File: src/rtl/audio_alert_scheduler.sv
// Prioritised audio alert scheduler: latches event requests and plays a
// per-source beep pattern (tone divider + beep count) with gaps and a holdoff.
module audio_alert_scheduler #(
    parameter int unsigned TICK_DIV = 50000,
    parameter int unsigned BEEP_MS  = 100,
    parameter int unsigned GAP_MS   = 50,
    parameter logic [16:0] DIV0     = 17'd25000,
    parameter logic [16:0] DIV1     = 17'd40000,
    parameter logic [16:0] DIV2     = 17'd50000,
    parameter logic [16:0] DIV3     = 17'd80000,
    parameter int unsigned NB0      = 3,
    parameter int unsigned NB1      = 2,
    parameter int unsigned NB2      = 1,
    parameter int unsigned NB3      = 1
) (
    input  logic        clk,
    input  logic        reset,
    input  logic        enable,
    input  logic [3:0]  req,
    output logic        tone_on,
    output logic [16:0] tone_div,
    output logic        busy,
    output logic [1:0]  active_src,
    output logic [3:0]  pending,
    output logic [7:0]  drop_cnt
);

    localparam int unsigned TICK_W = (TICK_DIV > 1) ? $clog2(TICK_DIV) : 1;
    localparam int unsigned MS_MAX = (BEEP_MS > GAP_MS) ? BEEP_MS : GAP_MS;
    localparam int unsigned MS_W   = (MS_MAX > 1) ? $clog2(MS_MAX) : 1;

    typedef enum logic [1:0] {IDLE, BEEP, GAP, HOLDOFF} state_t;

    state_t            state;
    logic [TICK_W-1:0] tick_cnt;
    logic [MS_W-1:0]   ms_cnt;
    logic [2:0]        beep_left;

    logic              grant_valid;
    logic [1:0]        grant_idx;
    logic [3:0]        clear_mask;
    logic              drop_hit;
    logic              tick_last;
    logic              ms_last;
    logic              period_done;
    logic [16:0]       sel_div;
    logic [2:0]        sel_nb;

    // Grant selection, coalescing detection and phase-timer end detection
    always_comb begin
        grant_valid = enable && (state == IDLE) && (|pending);
        grant_idx   = 2'd0;
        for (int i = 3; i >= 0; i--) begin
            if (pending[i]) grant_idx = 2'(i);
        end
        clear_mask  = grant_valid ? (4'b0001 << grant_idx) : 4'b0000;
        drop_hit    = |(req & pending & ~clear_mask);
        tick_last   = (tick_cnt == TICK_W'(TICK_DIV - 1));
        ms_last     = (state == BEEP) ? (ms_cnt == MS_W'(BEEP_MS - 1))
                                      : (ms_cnt == MS_W'(GAP_MS - 1));
        period_done = tick_last && ms_last;
        unique case (grant_idx)
            2'd0: begin sel_div = DIV0; sel_nb = 3'(NB0); end
            2'd1: begin sel_div = DIV1; sel_nb = 3'(NB1); end
            2'd2: begin sel_div = DIV2; sel_nb = 3'(NB2); end
            2'd3: begin sel_div = DIV3; sel_nb = 3'(NB3); end
        endcase
    end

    // Request latch: a new request in the grant cycle wins over the clear
    always_ff @(posedge clk or posedge reset) begin
        if (reset) begin
            pending  <= 4'b0000;
            drop_cnt <= 8'd0;
        end else begin
            pending <= (pending & ~clear_mask) | req;
            if (drop_hit && (drop_cnt != 8'hFF)) drop_cnt <= drop_cnt + 8'd1;
        end
    end

    // Sequencer; the timer restarts on every state entry
    always_ff @(posedge clk or posedge reset) begin
        if (reset) begin
            state      <= IDLE;
            tone_on    <= 1'b0;
            busy       <= 1'b0;
            tone_div   <= 17'd0;
            active_src <= 2'd0;
            beep_left  <= 3'd0;
            tick_cnt   <= '0;
            ms_cnt     <= '0;
        end else if ((state != IDLE) && !enable) begin
            state    <= IDLE;
            tone_on  <= 1'b0;
            busy     <= 1'b0;
            tick_cnt <= '0;
            ms_cnt   <= '0;
        end else begin
            unique case (state)
                IDLE: begin
                    if (grant_valid) begin
                        state      <= BEEP;
                        tone_on    <= 1'b1;
                        busy       <= 1'b1;
                        active_src <= grant_idx;
                        tone_div   <= sel_div;
                        beep_left  <= sel_nb;
                        tick_cnt   <= '0;
                        ms_cnt     <= '0;
                    end
                end
                BEEP, GAP, HOLDOFF: begin
                    if (period_done) begin
                        tick_cnt <= '0;
                        ms_cnt   <= '0;
                        if (state == BEEP) begin
                            beep_left <= beep_left - 3'd1;
                            tone_on   <= 1'b0;
                            state     <= (beep_left == 3'd1) ? HOLDOFF : GAP;
                        end else if (state == GAP) begin
                            tone_on <= 1'b1;
                            state   <= BEEP;
                        end else begin
                            busy  <= 1'b0;
                            state <= IDLE;
                        end
                    end else if (tick_last) begin
                        tick_cnt <= '0;
                        ms_cnt   <= ms_cnt + MS_W'(1);
                    end else begin
                        tick_cnt <= tick_cnt + TICK_W'(1);
                    end
                end
            endcase
        end
    end

endmodule
File: config.mk
export PLATFORM = sky130hd
export DESIGN_NAME = audio_alert_scheduler
export DESIGN_NICKNAME = d
export VERILOG_FILES = /design/src/rtl/audio_alert_scheduler.sv
export SDC_FILE = /design/constraint.sdc
export NUM_CORES = 1
export LEC_CHECK = 0
export ABC_AREA = 1
export CORE_ASPECT_RATIO = 1.2
export CORE_UTILIZATION = 60
export CTS_CLUSTER_SIZE = 25
export DETAILED_ROUTE_END_ITERATION = 10
export GPL_ROUTABILITY_DRIVEN = 0
export PLACE_DENSITY = 0.86
export SYNTH_ARGS = -nofsm -noshare
export SYNTH_HDL_FRONTEND = slang
export SYNTH_SLANG_ARGS = --single-unit
File: constraint.sdc
create_clock -name clk -period 4.7 [get_ports clk]
set_input_delay 0.47 -clock clk [delete_from_list [all_inputs] [get_ports clk]]
set_output_delay 0.47 -clock clk [all_outputs]
set_load 0.02 [all_outputs]
======== Word-level counts from Yosys, hierarchy flattened ========
Index checks and enable logic that the tools add are counted.
word-level totals
  bits in registers ....................... 61
  input bits .............................. 7
  output and inout port bits .............. 33
  word-level logic and storage cells ...... 100
cells by class
  add/subtract/negate cells ............... 4
  eq/ne operators ......................... 20
  shift-type cells ........................ 1
  multiplexer cells ....................... 40
  bitwise operators ....................... 6
  reductions and logical operators ........ 19
operator list
  operator               number
  $pmux 17 s4            1
  $mux 16                4
  $pmux 16 s2            1
  $mux 7                 4
  $add 16x1->16 const B  1
  $eq 16x16->1 const B   1
  $mux 2                 8
  $pmux 7 s2             1
  $and 4x4->4            3
  $mux 1                 12
  $mux 3                 3
  $ne 3x3->1 const B     3
  $pmux 3 s3             1
  $add 8x1->8 const B    1
  $eq 2x2->1 const B     4
  $ne 4x4->1 const B     2
  $ne 8x8->1 const B     1
  $reduce_and 4->1       2
  $reduce_or 4->1        2
  $add 7x1->7 const B    1
  $eq 7x6->1 const B     1
  $eq 7x7->1 const B     1
  $ne 2x2->1 const B     3
  $pmux 3 s2             1
  19 further kinds       28

======== Logic depth before layout (Yosys ltp) ========
  depth in word-level cells ............... 10
  gate-level depth with buffers ........... 11
  depth with buffers taken out ............ 11

======== Worst setup path after synthesis ========
OpenSTA, ideal clock, no wires.
  kind .................................... register to register
  start point ............................. register pending[0]
  end point ............................... register drop_cnt[6]
  setup time .............................. 0.065 ns
  arrival ................................. 1.720 ns
  required time ........................... 4.635 ns
  path slack .............................. 2.914 ns
  cell stages (with the launch flop) ...... 10
  buffers on the path ..................... 0
  clock period less this slack ............ 1.786 ns
  path through ............................ dfrtp_1 nor2_1 a31oi_1 ha_1 nand3_2 nand2_1 nand2_2 o21ai_4 nand2_1 nand2_1
on the way
  cells in the longest elaborated chain, start to end .. 7
  elaborated cells between the ends (all ways) .. 10
  classes of those cells .................. shift: 1; mux: 2; bitwise: 3; reduce/logical: 4
RTL lines
  element                                                  RTL line  source
  from (decl)                                              24        output logic [3:0] pending,
  from (signal assigned)                                   76        pending <= (pending & ~clear_mask) | req;
  $mux 2 / $reduce_or 4->1 (equally long branches)         54, 51
  $shl 1x2->4 / $logic_and 1x1->1 (equally long branches)  56, 51
  $mux 4                                                   56        clear_mask = grant_valid ? (4'b0001 << grant_idx) : 4'b0000;
  $not 4->4                                                57        drop_hit = |(req & pending & ~clear_mask);
  $and 4x4->4 *                                            57
  $reduce_or 4->1 *                                        57
  $logic_and 1x1->1 *                                      77        if (drop_hit && (drop_cnt != 8'hFF)) drop_cnt <= drop_cnt + 8'd1;
  to (signal assigned)                                     77
  to (decl)                                                25        output logic [7:0] drop_cnt
Every way passes the cells marked *; elsewhere a longest branch is shown, timed or not.
A chain may end at the register's enable or synchronous reset.

======== Worst setup path after layout ========
  start point ............................. input port enable
  end point ............................... register ms_cnt[1]
on the way
  cells in the longest elaborated chain, start to end .. 4
  elaborated cells between the ends (all ways) .. 8
  classes of those cells .................. eq/ne: 2; mux: 1; reduce/logical: 5
RTL lines
  element                                                      RTL line  source
  from (decl)                                                  18        input logic enable,
  $logic_not 1->1 / $logic_and 1x1->1 (equally long branches)  92, 51
  $logic_and 1x1->1 (on tied branches)                         92, 51
  $ne 4x4->1 (no line) / $ne 3x2->1 (equally long branches)    n/a
  $reduce_and 2->1 (no line)                                   n/a
  to (signal assigned)                                         129       ms_cnt <= ms_cnt + MS_W'(1);
  to (decl)                                                    36        logic [MS_W-1:0] ms_cnt;
Parallel ways exist; a longest one is shown, timed or not.

==> results.ini <==
[route]
route.detailed.drc=0
final_antenna_net_count=0
wire_per_inst_um=13.9
vias_per_cell=5.54
num_vias=2808
drt-initial-drc-count=193
drt_first_pass_iters=6
wirelength_mm=7.04

[sta]
fin_hold_ws_ps=497
setup-violations-final=0
period_share=0.437
tns_ps=0
slew_headroom=0.303
final_hold_viol_count=0
rsz0062_at_grt=false
fin_crit_ps=2050
maxSlewViolCount=0
fmax_ghz=0.487
clock_skew_ps=7.33
worstMarginPinSlew_ps=1040

[floorplanning]
io_pins=40
core_um2=5010
die_area_um2=5560
die_w_um=68.3
start_util=0.631
rows=28
die_h_um=81.5

[power_and_ir_drop]
ir_drop_v=0.000358
power.density_nw_per_um2=489
p_leak_nw=1.66

[clock_tree]
cts_sinks=51
clockRootBuffer=clkbuf_8
cts_hold_buf=0
worstSkewPairLatency_ps=310
cts_resized=0
cts-htree-levels=2
cts_setup_buffers=0
cts_buffers=5
cts_buffer_depth=2
clk_pin_slew_worst_paths_ps=90
cts_tree=built

[hold_path]
hold_class=reg -> reg

[final_layout]
n_antenna_cell=0
area_growth_pct=14.6
mostFrequentLayoutCells=112 x nand2_1, 51 x dfrtp_1, 42 x inv_1
stdcell_area_um2=3620
nets=462
final_layout_size_suffix_gt1_frac=0.0962
final_common_cell=nand2_1

[placement]
place_area_um2=3490
dp_hpwl_mm=5.15
portBuffers=36

[synthesis]
yosys.area_share.simple=0.352
synth_mux_area_frac=0
ys_warn_count=0
synth_async_sr_flop_share=1.00
synth_top_family_by_area=simple AND/OR/NAND/NOR gates
synth_xor_area_frac=0.0222
synth-edff-count=0
synth_cell_types=38
synth_compound_area_frac=0.0882
syn_inst=417
syn_avg_cell_area_um2=7.58
syn_area_um2=3160
synthFlopType=dfrtp_1
ys_ff_latch=51
synth_fa_ha_area_frac=0.0356
yosysSeqAreaShare=0.404

[global_routing]
grt_pass1_vias=2581
antenna_found_initial=0
track_usage=0.277
grt_start_max_net_pins=52
grt-ovfl-total=0
grt_pass1_wl_mm=11.4

[job]
maxCapViolCount=0

[outcome]
status=completed

[setup_path]
crit_path_start_kind=input port
critPathRequiredTime_ps=4940
critPathMaxFanout=25
crit_type=in -> reg
crit_path_end_kind=flip-flop
worstPathArrival_ps=2290

[layer usage]
metal / GRT usage / up-vias / part of all wire
li1: - / 1392 / -
met1: 0.310 / 1313 / 0.42
met2: 0.487 / 89 / 0.51
met3: 0.0625 / 14 / 0.043
met4: 0.133 / 0 / 0.024
met5: 0 / - / 0
[flip-flops by register name, summed over array words and instances (netlist names)]
signal and flops:
drop_cnt 8, busy 1, beep_left 3, pending 4, ms_cnt 7, state 2, tone_on 1, tone_div 7
active_src 2, tick_cnt 16
[logic make-up (layout without fill, tap and decap cells)]
logic type | count (synthesis) | after routing
xor gates and xnor gates | 8 | 8
adders and majority gates | 9 | 9
DFF | 51 | 51
other | 1 | 3
and+or+nand+nor | 235 | 235
buffers and inverters | 66 | 94
AOI/OAI and AO/OA | 47 | 47
[layout make-up]
cell class,instances,area [um^2]
multi-input combinational,302,1590
inverter,50,193
sequential,51,1280
timing repair buffer,36,360
clock inverter,2,60.1
tap,60,75.1
fill,404,1390
clock buffer,6,72.6
[worst paths after layout]
kind                       slack (ps)  depth (start not counted)    startpoint           end
max                              2650                          9        enable     ms_cnt[1]
min                               500                          2  tone_div[16]  tone_div[16]
max reg2reg                      2650                          9    pending[1]   drop_cnt[5]
min reg2reg                       500                          2  tone_div[16]  tone_div[16]
max in group asynchronous        3320                          2         reset   drop_cnt[5]
min in group asynchronous         730                          2         reset     ms_cnt[2]
[synthesized netlist by cell type (8+ instances only)]
master / instances / area, um^2
o21ai_0: 20 / 100
inv_1: 43 / 161
nand2_1: 112 / 420
dfrtp_1: 51 / 1280
nor2_1: 39 / 146
nor3_1: 8 / 40.0
buf_4: 11 / 82.6
nand4_1: 11 / 68.8
ha_1: 9 / 113
nand3_1: 39 / 195
[where the power goes]
part           internal (mW)  switching, mW
Clock                  0.213          0.147
Sequential             0.529         0.0981
Combinational          0.304          0.481
Total                   1.05          0.727
[critical path, cell delays in order]
cell and delay, ps:
clkdlybuf4s50_1 730, inv_4 110, nor2_8 170, nand2_4 140, nand2_4 260, nand2_4 140, inv_4 110, nand2_1 50
o21ai_1 100
[stage by stage]
stage          setup WS [ps]  total power [mW]  utilization  std cells
6_report                2650              1.77        0.723        507
5_1_grt                 2460              1.90        0.723        507
4_1_cts                 2650              1.78        0.723        507
3_5_place_dp            2330              1.42        0.697        499
3_3_place_gp            2380              1.39        0.697        499
2_1_floorplan           2910              1.19            -        419
Note: power is estimated with default switching activity, not from simulation.
